==> config.mk <==
export PLATFORM = sky130hd
export DESIGN_NAME = fetch_sequencer
export DESIGN_NICKNAME = d
export VERILOG_FILES = /design/src/rtl/fetch_pkg.sv /design/src/rtl/fetch_perf_counters.sv /design/src/rtl/fetch_sequencer.sv
export SDC_FILE = /design/constraint.sdc
export NUM_CORES = 1
export LEC_CHECK = 0
export BUFFER_PORTS_ARGS = -buffer_cell sky130_fd_sc_hd__buf_2
export CAP_MARGIN = 15
export CORE_ASPECT_RATIO = 1.2
export CORE_MARGIN = 5
export CORE_UTILIZATION = 49
export DETAILED_ROUTE_END_ITERATION = 12
export PLACE_DENSITY = 0.85
export SYNTH_ARGS = -nofsm -noshare
export SYNTH_HDL_FRONTEND = slang
export SYNTH_SLANG_ARGS = --single-unit
==> constraint.sdc <==
create_clock -name clk -period 1.8 [get_ports clk]
set_input_delay 0.36 -clock clk [delete_from_list [all_inputs] [get_ports clk]]
set_output_delay 0.36 -clock clk [all_outputs]
set_load 0.05 [all_outputs]
==> src/rtl/fetch_pkg.sv <==
// ---------------------------------------------------------------------------
// fetch_pkg
//
// Purpose : Shared definitions for the instruction-fetch front end.
//           - fetch_state_t : controller state (BOOT, RUN, FAULT)
//           - INSTR_BYTES   : size of one instruction word in bytes
//           - NOP_INSTR     : canonical no-op that decode inserts on a flush
//           - word_aligned  : helper that tests a byte address for word alignment
// Ports   : none (package)
// ---------------------------------------------------------------------------
package fetch_pkg;

    typedef enum logic [1:0] {
        BOOT  = 2'd0,
        RUN   = 2'd1,
        FAULT = 2'd2
    } fetch_state_t;

    localparam int unsigned INSTR_BYTES = 4;
    localparam logic [31:0] NOP_INSTR   = 32'h0000_0013;

    function automatic logic word_aligned(input logic [31:0] addr);
        return (addr[1:0] == 2'b00);
    endfunction

endpackage

==> src/rtl/fetch_perf_counters.sv <==
// ---------------------------------------------------------------------------
// fetch_perf_counters
//
// Purpose : Free-running 32-bit event counters for the fetch sequencer.
//           Only instantiated when the FETCH_PERF_EN macro is defined.
// Ports   :
//   clk          in   1   rising-edge clock
//   reset        in   1   synchronous active-high reset, clears both counters
//   fire         in   1   a fetch was registered into IF/ID this cycle
//   stall        in   1   IF/ID held a word that decode did not accept
//   fetch_count  out  32  number of fetches since reset (wraps at 2^32)
//   stall_count  out  32  number of stall cycles since reset (wraps at 2^32)
// ---------------------------------------------------------------------------
module fetch_perf_counters (
    input  logic        clk,
    input  logic        reset,
    input  logic        fire,
    input  logic        stall,
    output logic [31:0] fetch_count,
    output logic [31:0] stall_count
);

    // Both counters simply roll over; software reads deltas.
    always_ff @(posedge clk) begin
        if (reset) begin
            fetch_count <= 32'd0;
            stall_count <= 32'd0;
        end else begin
            if (fire) begin
                fetch_count <= fetch_count + 32'd1;
            end
            if (stall) begin
                stall_count <= stall_count + 32'd1;
            end
        end
    end

endmodule

==> src/rtl/fetch_sequencer.sv <==
// ---------------------------------------------------------------------------
// fetch_sequencer
//
// Purpose : Instruction-fetch controller. Owns the PC, addresses the
//           combinational-read instruction memory every cycle and registers
//           the returned word into the IF/ID stage behind a valid/ready
//           handshake. Handles redirects from execute, decode back-pressure
//           and fetch faults (misaligned or out-of-range PC).
//
// Optional feature macro : FETCH_PERF_EN
//           When defined, adds perf_fetch_count / perf_stall_count outputs.
//
// Ports   :
//   clk               in   1   rising-edge clock
//   reset             in   1   synchronous active-high reset
//   pc_address        out  32  byte address to instruction memory (= pc)
//   instruction       in   32  combinational read data from memory
//   redirect_valid    in   1   execute requests a PC change
//   redirect_pc       in   32  redirect target byte address
//   id_ready          in   1   decode can accept a word this cycle
//   id_valid          out  1   id_instr/id_pc hold a valid word
//   id_instr          out  32  registered instruction word
//   id_pc             out  32  PC of id_instr
//   fetch_fault       out  1   sticky fault flag
//   perf_fetch_count  out  32  (FETCH_PERF_EN) fetches since reset
//   perf_stall_count  out  32  (FETCH_PERF_EN) stall cycles since reset
// ---------------------------------------------------------------------------
module fetch_sequencer
    import fetch_pkg::*;
#(
    parameter logic [31:0] RESET_PC   = 32'h0000_0000,
    parameter int unsigned IMEM_WORDS = 1024
) (
    input  logic        clk,
    input  logic        reset,
    output logic [31:0] pc_address,
    input  logic [31:0] instruction,
    input  logic        redirect_valid,
    input  logic [31:0] redirect_pc,
    input  logic        id_ready,
    output logic        id_valid,
    output logic [31:0] id_instr,
    output logic [31:0] id_pc,
    output logic        fetch_fault
`ifdef FETCH_PERF_EN
    ,
    output logic [31:0] perf_fetch_count,
    output logic [31:0] perf_stall_count
`endif
);

    // One extra bit so IMEM_WORDS*4 cannot overflow the comparison.
    localparam logic [32:0] IMEM_BYTES = 33'(IMEM_WORDS) * 33'(INSTR_BYTES);

    fetch_state_t state;
    fetch_state_t state_next;
    logic [31:0]  pc;
    logic [31:0]  pc_next;
    logic         id_valid_next;
    logic [31:0]  id_instr_next;
    logic [31:0]  id_pc_next;
    logic         fault_next;
    logic         pc_ok;
    logic         fire;
    logic         stall;

    assign pc_address = pc;

    // A PC is fetchable only if word aligned and inside the memory. The
    // range check is what stops pc+4 from silently walking off the top.
    assign pc_ok = word_aligned(pc) && ({1'b0, pc} < IMEM_BYTES);

    // Stall: decode is holding off a word we already present.
    assign stall = (state == RUN) && id_valid && !id_ready;

    // Fire: the IF/ID slot is free (empty or being drained this cycle),
    // no redirect is overriding us and the PC is fetchable.
    assign fire = (state == RUN) && !redirect_valid
                  && (!id_valid || id_ready) && pc_ok;

    // Next-state and datapath decisions. Priority inside RUN is
    // redirect > stall > fetch > fault, so a bad PC can never overtake a
    // word that decode has not yet taken.
    always_comb begin
        state_next    = state;
        pc_next       = pc;
        id_valid_next = id_valid;
        id_instr_next = id_instr;
        id_pc_next    = id_pc;
        fault_next    = fetch_fault;

        case (state)
            BOOT: begin
                state_next = RUN;
            end

            RUN: begin
                if (redirect_valid) begin
                    id_valid_next = 1'b0;
                    pc_next       = redirect_pc;
                end else if (stall) begin
                    id_valid_next = 1'b1;
                end else if (fire) begin
                    id_valid_next = 1'b1;
                    id_instr_next = instruction;
                    id_pc_next    = pc;
                    pc_next       = pc + 32'(INSTR_BYTES);
                end else begin
                    id_valid_next = 1'b0;
                    fault_next    = 1'b1;
                    state_next    = FAULT;
                end
            end

            FAULT: begin
                id_valid_next = 1'b0;
                fault_next    = 1'b1;
            end

            default: begin
                state_next    = BOOT;
                id_valid_next = 1'b0;
            end
        endcase
    end

    // State and IF/ID registers. Reset wipes any held word and any
    // redirect that was in the middle of taking effect.
    always_ff @(posedge clk) begin
        if (reset) begin
            state       <= BOOT;
            pc          <= RESET_PC;
            id_valid    <= 1'b0;
            id_instr    <= 32'd0;
            id_pc       <= 32'd0;
            fetch_fault <= 1'b0;
        end else begin
            state       <= state_next;
            pc          <= pc_next;
            id_valid    <= id_valid_next;
            id_instr    <= id_instr_next;
            id_pc       <= id_pc_next;
            fetch_fault <= fault_next;
        end
    end

`ifdef FETCH_PERF_EN
    fetch_perf_counters u_perf (
        .clk         (clk),
        .reset       (reset),
        .fire        (fire),
        .stall       (stall),
        .fetch_count (perf_fetch_count),
        .stall_count (perf_stall_count)
    );
`endif

endmodule
# Word-level counts from Yosys, hierarchy flattened
# Index checks and enable logic that the tools add are counted.
# word_totals
output_inout_bits	98
ff_bits	100
inputBits	68
# classes
n_addsub	1
order_cmp	1
mux	15
bitwise	3
n_eq_ne	6
reduce_logical	18
# ops
operator	count
32-bit two-way mux	3
32-bit by 3-bit adder with 32-bit output (second input constant)	1
32-bit by 13-bit < comparator with 1-bit output (second input constant)	1
4-bit AND reduction	3
2-bit != test (second input constant)	4
1-bit logical AND	6
1-bit two-way mux	6
2-bit two-way mux	3
2-bit case mux with 3 select lines	1
2-bit logical NOT	2
1-bit case mux with 2 select lines	2
2-bit nonzero test	2
1-bit logical NOT	3
1-bit NOT	3
3-bit AND reduction	1
2-bit by 1-bit equality test with 1-bit output (second input constant)	1
2-bit equality test (second input constant)	1
1-bit logical OR	1

# Logic depth before layout (Yosys ltp)
# Gate-level depths: netlist of the first run.
# logic_depth
ltp_word	8
depth_mapped	7
mapped_depth_nobuf	6

# Worst setup path after synthesis of the first run
# Ideal clock, no wire load.
# synth_timing
path_type	flip-flop to flip-flop
from	reg pc[2], in the netlist pc_address[2]
to	reg pc[28], in the netlist pc_address[28]
setup_slack_ns	-0.251
setup_ns	0.061
stages_incl_launch_ff	7
arrival_time_ns	1.991
required_time_ns	1.739
synth_period_minus_slack_ns	2.051
n_path_buf	0
cell_sequence	dfxtp_1 > ha_1 > nand3_1 > nor2_1 > nand4_1 > o31ai_1 > a22o_1
# synth_between
elab_chain_len	5
elab_cells_between_ends	9
classes_between	add/sub: 1; order compare: 1; mux: 3; reduce/logical: 4
# synth_lines
item	line_no	source
start, declared	fetch_sequencer.sv:57	logic [31:0] pc;
start signal, assigned	fetch_sequencer.sv:139	pc <= pc_next;
32-bit by 13-bit < comparator with 1-bit output	fetch_sequencer.sv:71	assign pc_ok = word_aligned(pc) && ({1'b0, pc} < IMEM_BYTES);
1-bit logical AND	fetch_sequencer.sv:71	
1-bit logical AND	fetch_sequencer.sv:79	&& (!id_valid || id_ready) && pc_ok;
2-bit nonzero test (no line)	--	
3-bit AND reduction (no line)	--	
# Parallel ways exist; a longest one is shown, timed or not. The select of a mux whose other input is x is not followed.
# A chain may end at the register's enable or synchronous reset.

# Final worst setup path of the first run
# layout_timing
from	reg pc[17], in the netlist pc_address[17]
to	reg id_pc[25]
# layout_between
elab_chain_len	4
# layout_lines
item	line_no	source
32-bit by 13-bit < comparator with 1-bit output	fetch_sequencer.sv:71	
1-bit logical AND	fetch_sequencer.sv:71	
1-bit logical AND	fetch_sequencer.sv:79	
4-bit AND reduction (no line)	--	
end signal, assigned	fetch_sequencer.sv:142	id_pc <= id_pc_next;
end, declared	fetch_sequencer.sv:43	output logic [31:0] id_pc,
# No other way between the ends.

==> results of run 1 <==
-- placed cells by master, fill, tap and decap left out, types with 9 or more instances in the layout --
cell type  instances
nand2_2           30
nand3_1            9
buf_2            164
and3_1            25
nand4_1           12
dfxtp_2           18
a21oi_2           40
nor2_1            13
buf_4             39
nand2_1           94
a22o_1            12
dfxtp_1           80
o21ai_0           11
a21oi_1           24
clkbuf_8           9
-- timing repair --
action | CTS | global route
gates resized for setup | 0 | 13
buffers inserted | 0 | 4
hold buffers | 0 | 0
setup endpoints to repair | 0 | 84
-- power breakdown --
part / internal [mW] / total [mW] / switching (mW) / leakage [nW]
clock: 0.652 / 1.43 / 0.778 / 0.0979
sequential: 2.35 / 2.46 / 0.112 / 0.819
combinational: 0.522 / 1.51 / 0.992 / 1.67
-- flip-flops by register name, indices dropped and copies added (netlist names) --
name         flops
state            2
pc_address      32
fetch_fault      1
id_valid         1
id_instr        32
id_pc           32
-- worst max-delay path, delay by kind of cell (launching register included) --
family,cells,cell delay (ns)
buffers and inverters,2,0.37
DFF,1,0.33
and+or+nand+nor,4,0.96
-- worst max path at each step --
stage                                 to  slack (ns)  cells past startpoint
after global placement    pc_address[27]        0.02                      6
final                          id_pc[25]        0.02                      6
after global routing      pc_address[10]       -0.10                      7
after detailed placement  pc_address[27]       -0.05                      6
after CTS                 pc_address[10]       0.008                      7
after floorplan                 id_pc[8]       0.002                      7
-- routing by layer --
metal  track usage, %  up-vias
li1                 -     2070
met1             28.3     2044
met5                0        -
met4             10.6        2
met2             40.0      181
met3             5.09       38
-- kinds of logic after synthesis --
logic type,after synthesis,share of synthesized area [%]
compound gates,121,20.5
buf+inv,39,5.44
fa+ha+maj,1,0.292
mux,1,0.234
xor+xnor,1,0.205
simple gates,219,26.5
flops,100,46.8
-- stage by stage --
stage | instance area [sq um] | hold slack (ns) | setup slack, ns
floorplan | 4310 | 0.494 | 0.00204
CTS | 5670 | 0.209 | 0.00800
detailed placement | 5480 | 0.445 | -0.0478
global route | 5770 | 0.214 | -0.102
global placement | 5480 | 0.437 | 0.0192
finish | 5770 | 0.220 | 0.0194
-- final cells by class --
class | count | area share (%)
Multi-Input combinational cell | 343 | 36.3
Sequential cell | 100 | 35.2
Timing Repair Buffer | 213 | 22.2
Tap cell | 117 | 2.54
Clock buffer | 11 | 2.28
Clock inverter | 5 | 1.06
Inverter | 6 | 0.391
==> run summary, run 1 <==
Run status: finished clean
Via-to-Cell Ratio: 5.45
Met2 wire len: 6.54 mm
Die Wd: 95.3 um
Core Box Area: 8560 sq um
Fin crit period: 1.78 ns
Final slew viol count: 0
Crit-path max cell delay: 0.33 ns
Yosys warns: 0
Post-synth EDFFs: 0
Primary FF master, synth: dfxtp_1
Starting DRT DRC Count: 278
Fin Setup TNS: 0 ns
Final ANT Viol Nets: 0
Syn Inst Count: 482
Post-synth top cells: dfxtp_1 (100), nand2_1 (94), a21oi_2 (40)
Largest cells by area after synthesis: dfxtp_1 (47%), nand2_1 (8.2%), a21oi_2 (8.2%)
Crit. Startpoint: pc_address[17]
Final hold violation count: 0
Mapped Area: 4280 sq um
CP max stage cell: dfxtp_2
Largest net degree at the start of global routing: 65
Clock transition at the registers of the reported paths: 0.10 ns
Post-DP HPWL: 9.31 mm
Fin cells: 795
Residual DRC count: 0
Starting Density: 50.0%
CTS Buf Count: 9
Cell depth of the worst flop-to-flop path: 6
Rows: 37
Clock skew: 0.0151 ns
Period utilization: 98.9%
Pleak: 2.58 nW
Gp weighted congestion: 0.884
Layout Area Growth over Synthesis: 34.7%
FF-to-FF End: id_pc[25]
Critical R2R Launch: pc_address[17]
Gr usage total: 23.6%
Number of global-route vias before repair: 4,269
Vias: 4,335
Met3 routed WL: 867 um
Crit-path max FO: 64
Reg2Reg Setup Slack: 0.02 ns
Metal-1 WL: 5.05 mm
Post-synth top area cell: dfxtp_1
Synth unique cells: 47
Critical Path RT: 2.06 ns
Clock latency at the later pin of the worst-skew pair: 0.37 ns
Flop and latch count out of synthesis: 100
Syn Area/Cell: 8.88 sq um
N_diodes: 0
Initial antenna violation count: 1
Ratio of cells with drive above 1 in the final layout: 48.8%
Placed Cells: 775
Worst Hold Path Cells: 3
Fillers: 672
Footprint of the multi-input gates: 2090 sq um
RSZ-0062 raised after global routing: yes
Sink Count: 100
Maxcap violations: 0
Count leader, synth: dfxtp_1
Register area share after synthesis: 46.8%
Relative slew slack: 72.1%
Pre-antenna DRT Iters: 5
Startpoint types: flop
Hold Path Sink: id_instr[21]
Full die area: 10,700 sq um
Worst path arrival time: 2.04 ns
Reg area: 2030 sq um
Ys async rst share: 0%
Final Util: 67.3%
CTS root buf: clkbuf_8
Hold Startpoint: instruction[21]
Max frequency: 562 MHz
Type of the worst setup path: reg -> reg
Crit. End Element: flop
Clk buf depth: 2
Yosys top cell area share: 46.8%
HP Class: in -> reg
VDD IR max: 0.000577 V
Routed wire length: 12.9 mm
CTS tree: done
Cell breakdown of the critical path: buf_4, nor4_2, and4_1, nand4_1, buf_12, and3_1
First-pass GRT wire length: 20.3 mm
# IOs: 166
Final #Nets: 742
Pwr Density: 938 nW/um^2
Number of H-tree levels: 3
Top layer in use: met5
Slew @ Worst Pin: 0.418 ns
Total power: 5.41 mW
Final setup violation count: 0
Mapped Nets: 551
Die Y: 112 um
Number of buffers added on ports: 165
Routed len/inst: 16.2 um
GRT overflow: 0
Power figures use the tool's default switching activity.
==> run 2, diff against run 1 <==
- BUFFER_PORTS_ARGS: -buffer_cell sky130_fd_sc_hd__buf_2 -> default
- CORE_UTILIZATION: 49 -> 25
- CTS_CLUSTER_DIAMETER: default -> 200
- DONT_BUFFER_PORTS: default -> 1
- PLACE_DENSITY: 0.85 -> 0.43
==> run 2 against run 1 <==
Cell count shrank 6.7%. Critical path depth stayed put. Die area increased by 85%. Hold slack worse by 0.15 ns. Utilization down 36 points. Fmax rose by 3.4%. Wire length increased by 8.4%.
==> run summary, run 2 (same netlist as run 1, synthesis figures left out) <==
Via-to-Cell Ratio: 4.85 (-11%)
Number of global-route vias before repair: 3,611 (-15%)
Startpoint types: flop
Full die area: 19,800 sq um (+85%)
Footprint of the multi-input gates: 2100 sq um (+0.48%)
Type of the worst setup path: reg -> reg
Clk buf depth: 2 (unchanged)
Period utilization: 95.7% (-3.2 points)
Setup ws final: 0.0776 ns (+0.0582 ns)
Die Wd: 129 um (+36%)
Pwr Density: 1120 nW/um^2 (+19%)
Routed len/inst: 18.8 um (+16%)
Gr usage total: 13.9% (-9.7 points)
# IOs: 166 (unchanged)
Clock transition at the registers of the reported paths: 0.07 ns (-0.03 ns)
Final #Nets: 590 (-20%)
Vias: 3,600 (-17%)
Number of buffers added on ports: 0 (-100%)
VDD IR max: 0.000418 V (-28%)
Number of H-tree levels: 3 (unchanged)
Fillers: 1,748 (+160%)
Fin cells: 742 (-6.7%)
Reg area: 2030 sq um (about the same)
Crit. End Element: flop
Starting DRT DRC Count: 234 (-16%)
Clock latency at the later pin of the worst-skew pair: 0.35 ns (-0.02 ns)
Slew @ Worst Pin: 0.561 ns (+0.143 ns)
Final setup violation count: 0 (unchanged)
HP Class: in -> reg
Largest net degree at the start of global routing: 68 (+4.6%)
N_diodes: 0 (unchanged)
Sink Count: 100 (unchanged)
Maxcap violations: 0 (unchanged)
Most common cell after layout, fill and taps aside: nand2_1
Residual DRC count: 0 (unchanged)
Die Y: 153 um (+36%)
CTS root buf: clkbuf_16
Ratio of cells with drive above 1 in the final layout: 33.5% (-15 points)
Final hold violation count: 0 (unchanged)
Pleak: 1.90 nW (-27%)
Hold-fix buffers, CTS: 0 (unchanged)
Starting Density: 25.4% (-25 points)
Relative slew slack: 62.5% (-9.6 points)
Routed wire length: 13.9 mm (+8.4%)
Fin crit period: 1.72 ns (-0.0582 ns)
Worst Hold Slack: 0.0753 ns (-0.145 ns)
GRT overflow: 0 (unchanged)
# Post-CTS Setup Buffers: 0 (unchanged)
Core Box Area: 16,900 sq um (+97%)
Most frequent cells in the layout: nand2_1 (94), dfxtp_1 (81), buf_4 (53)
Pre-antenna DRT Iters: 4 (-1)
Placed Cells: 725 (-6.5%)
Rows: 52 (+41%)
Worst path arrival time: 1.96 ns (-0.08 ns)
Run status: finished clean
CTS tree: done
Crit-path max FO: 64 (unchanged)
Total power: 5.90 mW (+9.2%)
Max frequency: 581 MHz (+3.4%)
Fin area: 5290 sq um (-8.2%)
Layout Area Growth over Synthesis: 23.6%
Final ANT Viol Nets: 0 (unchanged)
Critical Path RT: 2.04 ns (-0.02 ns)
CTS Buf Count: 9 (unchanged)
Pre-CTS setup slack: -0.0296 ns (+0.0182 ns)
Clock skew: 0.00959 ns (-0.00551 ns)
Placed Instance Area: 4880 sq um (-11%)
RSZ-0062 raised after global routing: yes
Final slew viol count: 0 (unchanged)
Post-DP HPWL: 9.93 mm (+6.6%)
Initial antenna violation count: 1 (unchanged)
First-pass GRT wire length: 21.5 mm (+5.8%)
Gp weighted congestion: 0.786 (-11%)
[run 2: worst max-delay path, cell delays in order, from the launching register on]
cell	delay, ns
dfxtp_1	0.32
nor4_1	0.29
buf_4	0.17
and2_1	0.16
nand4_1	0.17
buf_12	0.24
and3_1	0.22
[run 2: metrics by stage]
stage               util, %  setup TNS (ns)
floorplan                 -               0
global placement       29.0         -0.0470
detailed placement     29.0          -0.179
CTS                    31.0               0
global route           31.4          -0.122
finish                 31.4               0
[run 2: final timing paths]
path	startpoint	end	slack, ns	cells after the start
worst min register to register	pc_address[5]	pc_address[5]	0.51	2
worst min-delay path	reset	id_instr[30]	0.08	1
worst max-delay path	pc_address[25]	id_pc[0]	0.08	6
worst max register to register	pc_address[25]	id_pc[0]	0.08	6
[run 2: final cells by class]
cell class	count	area share [%]
tap	216	5.11
clock buffer	10	4.33
sequential	100	38.4
timing repair buffer	61	10.3
clock inverter	6	1.68
inverter	6	0.426
multi-input combinational	343	39.8
[run 2: power by group]
part / internal, mW / leakage, nW / total [mW] / switching [mW]
sequential: 2.35 / 0.818 / 2.64 / 0.294
combinational: 0.450 / 0.929 / 1.18 / 0.735
clock: 1.22 / 0.149 / 2.08 / 0.858
total: 4.02 / 1.90 / 5.90 / 1.89
[run 2: metal layers]
layer	up-vias	GRT usage [%]	part of all wire, %
li1	1771	-	-
met1	1697	16.8	41
met2	103	22.8	49
met3	27	4.33	7.0
met4	2	5.64	2.7
met5	-	0	0.050
[run 2: repair_timing]
action                     CTS  global route
setup endpoints to repair   15            73
gates cloned                 0             1
gates resized for setup      3             6
pin swaps                    0             4
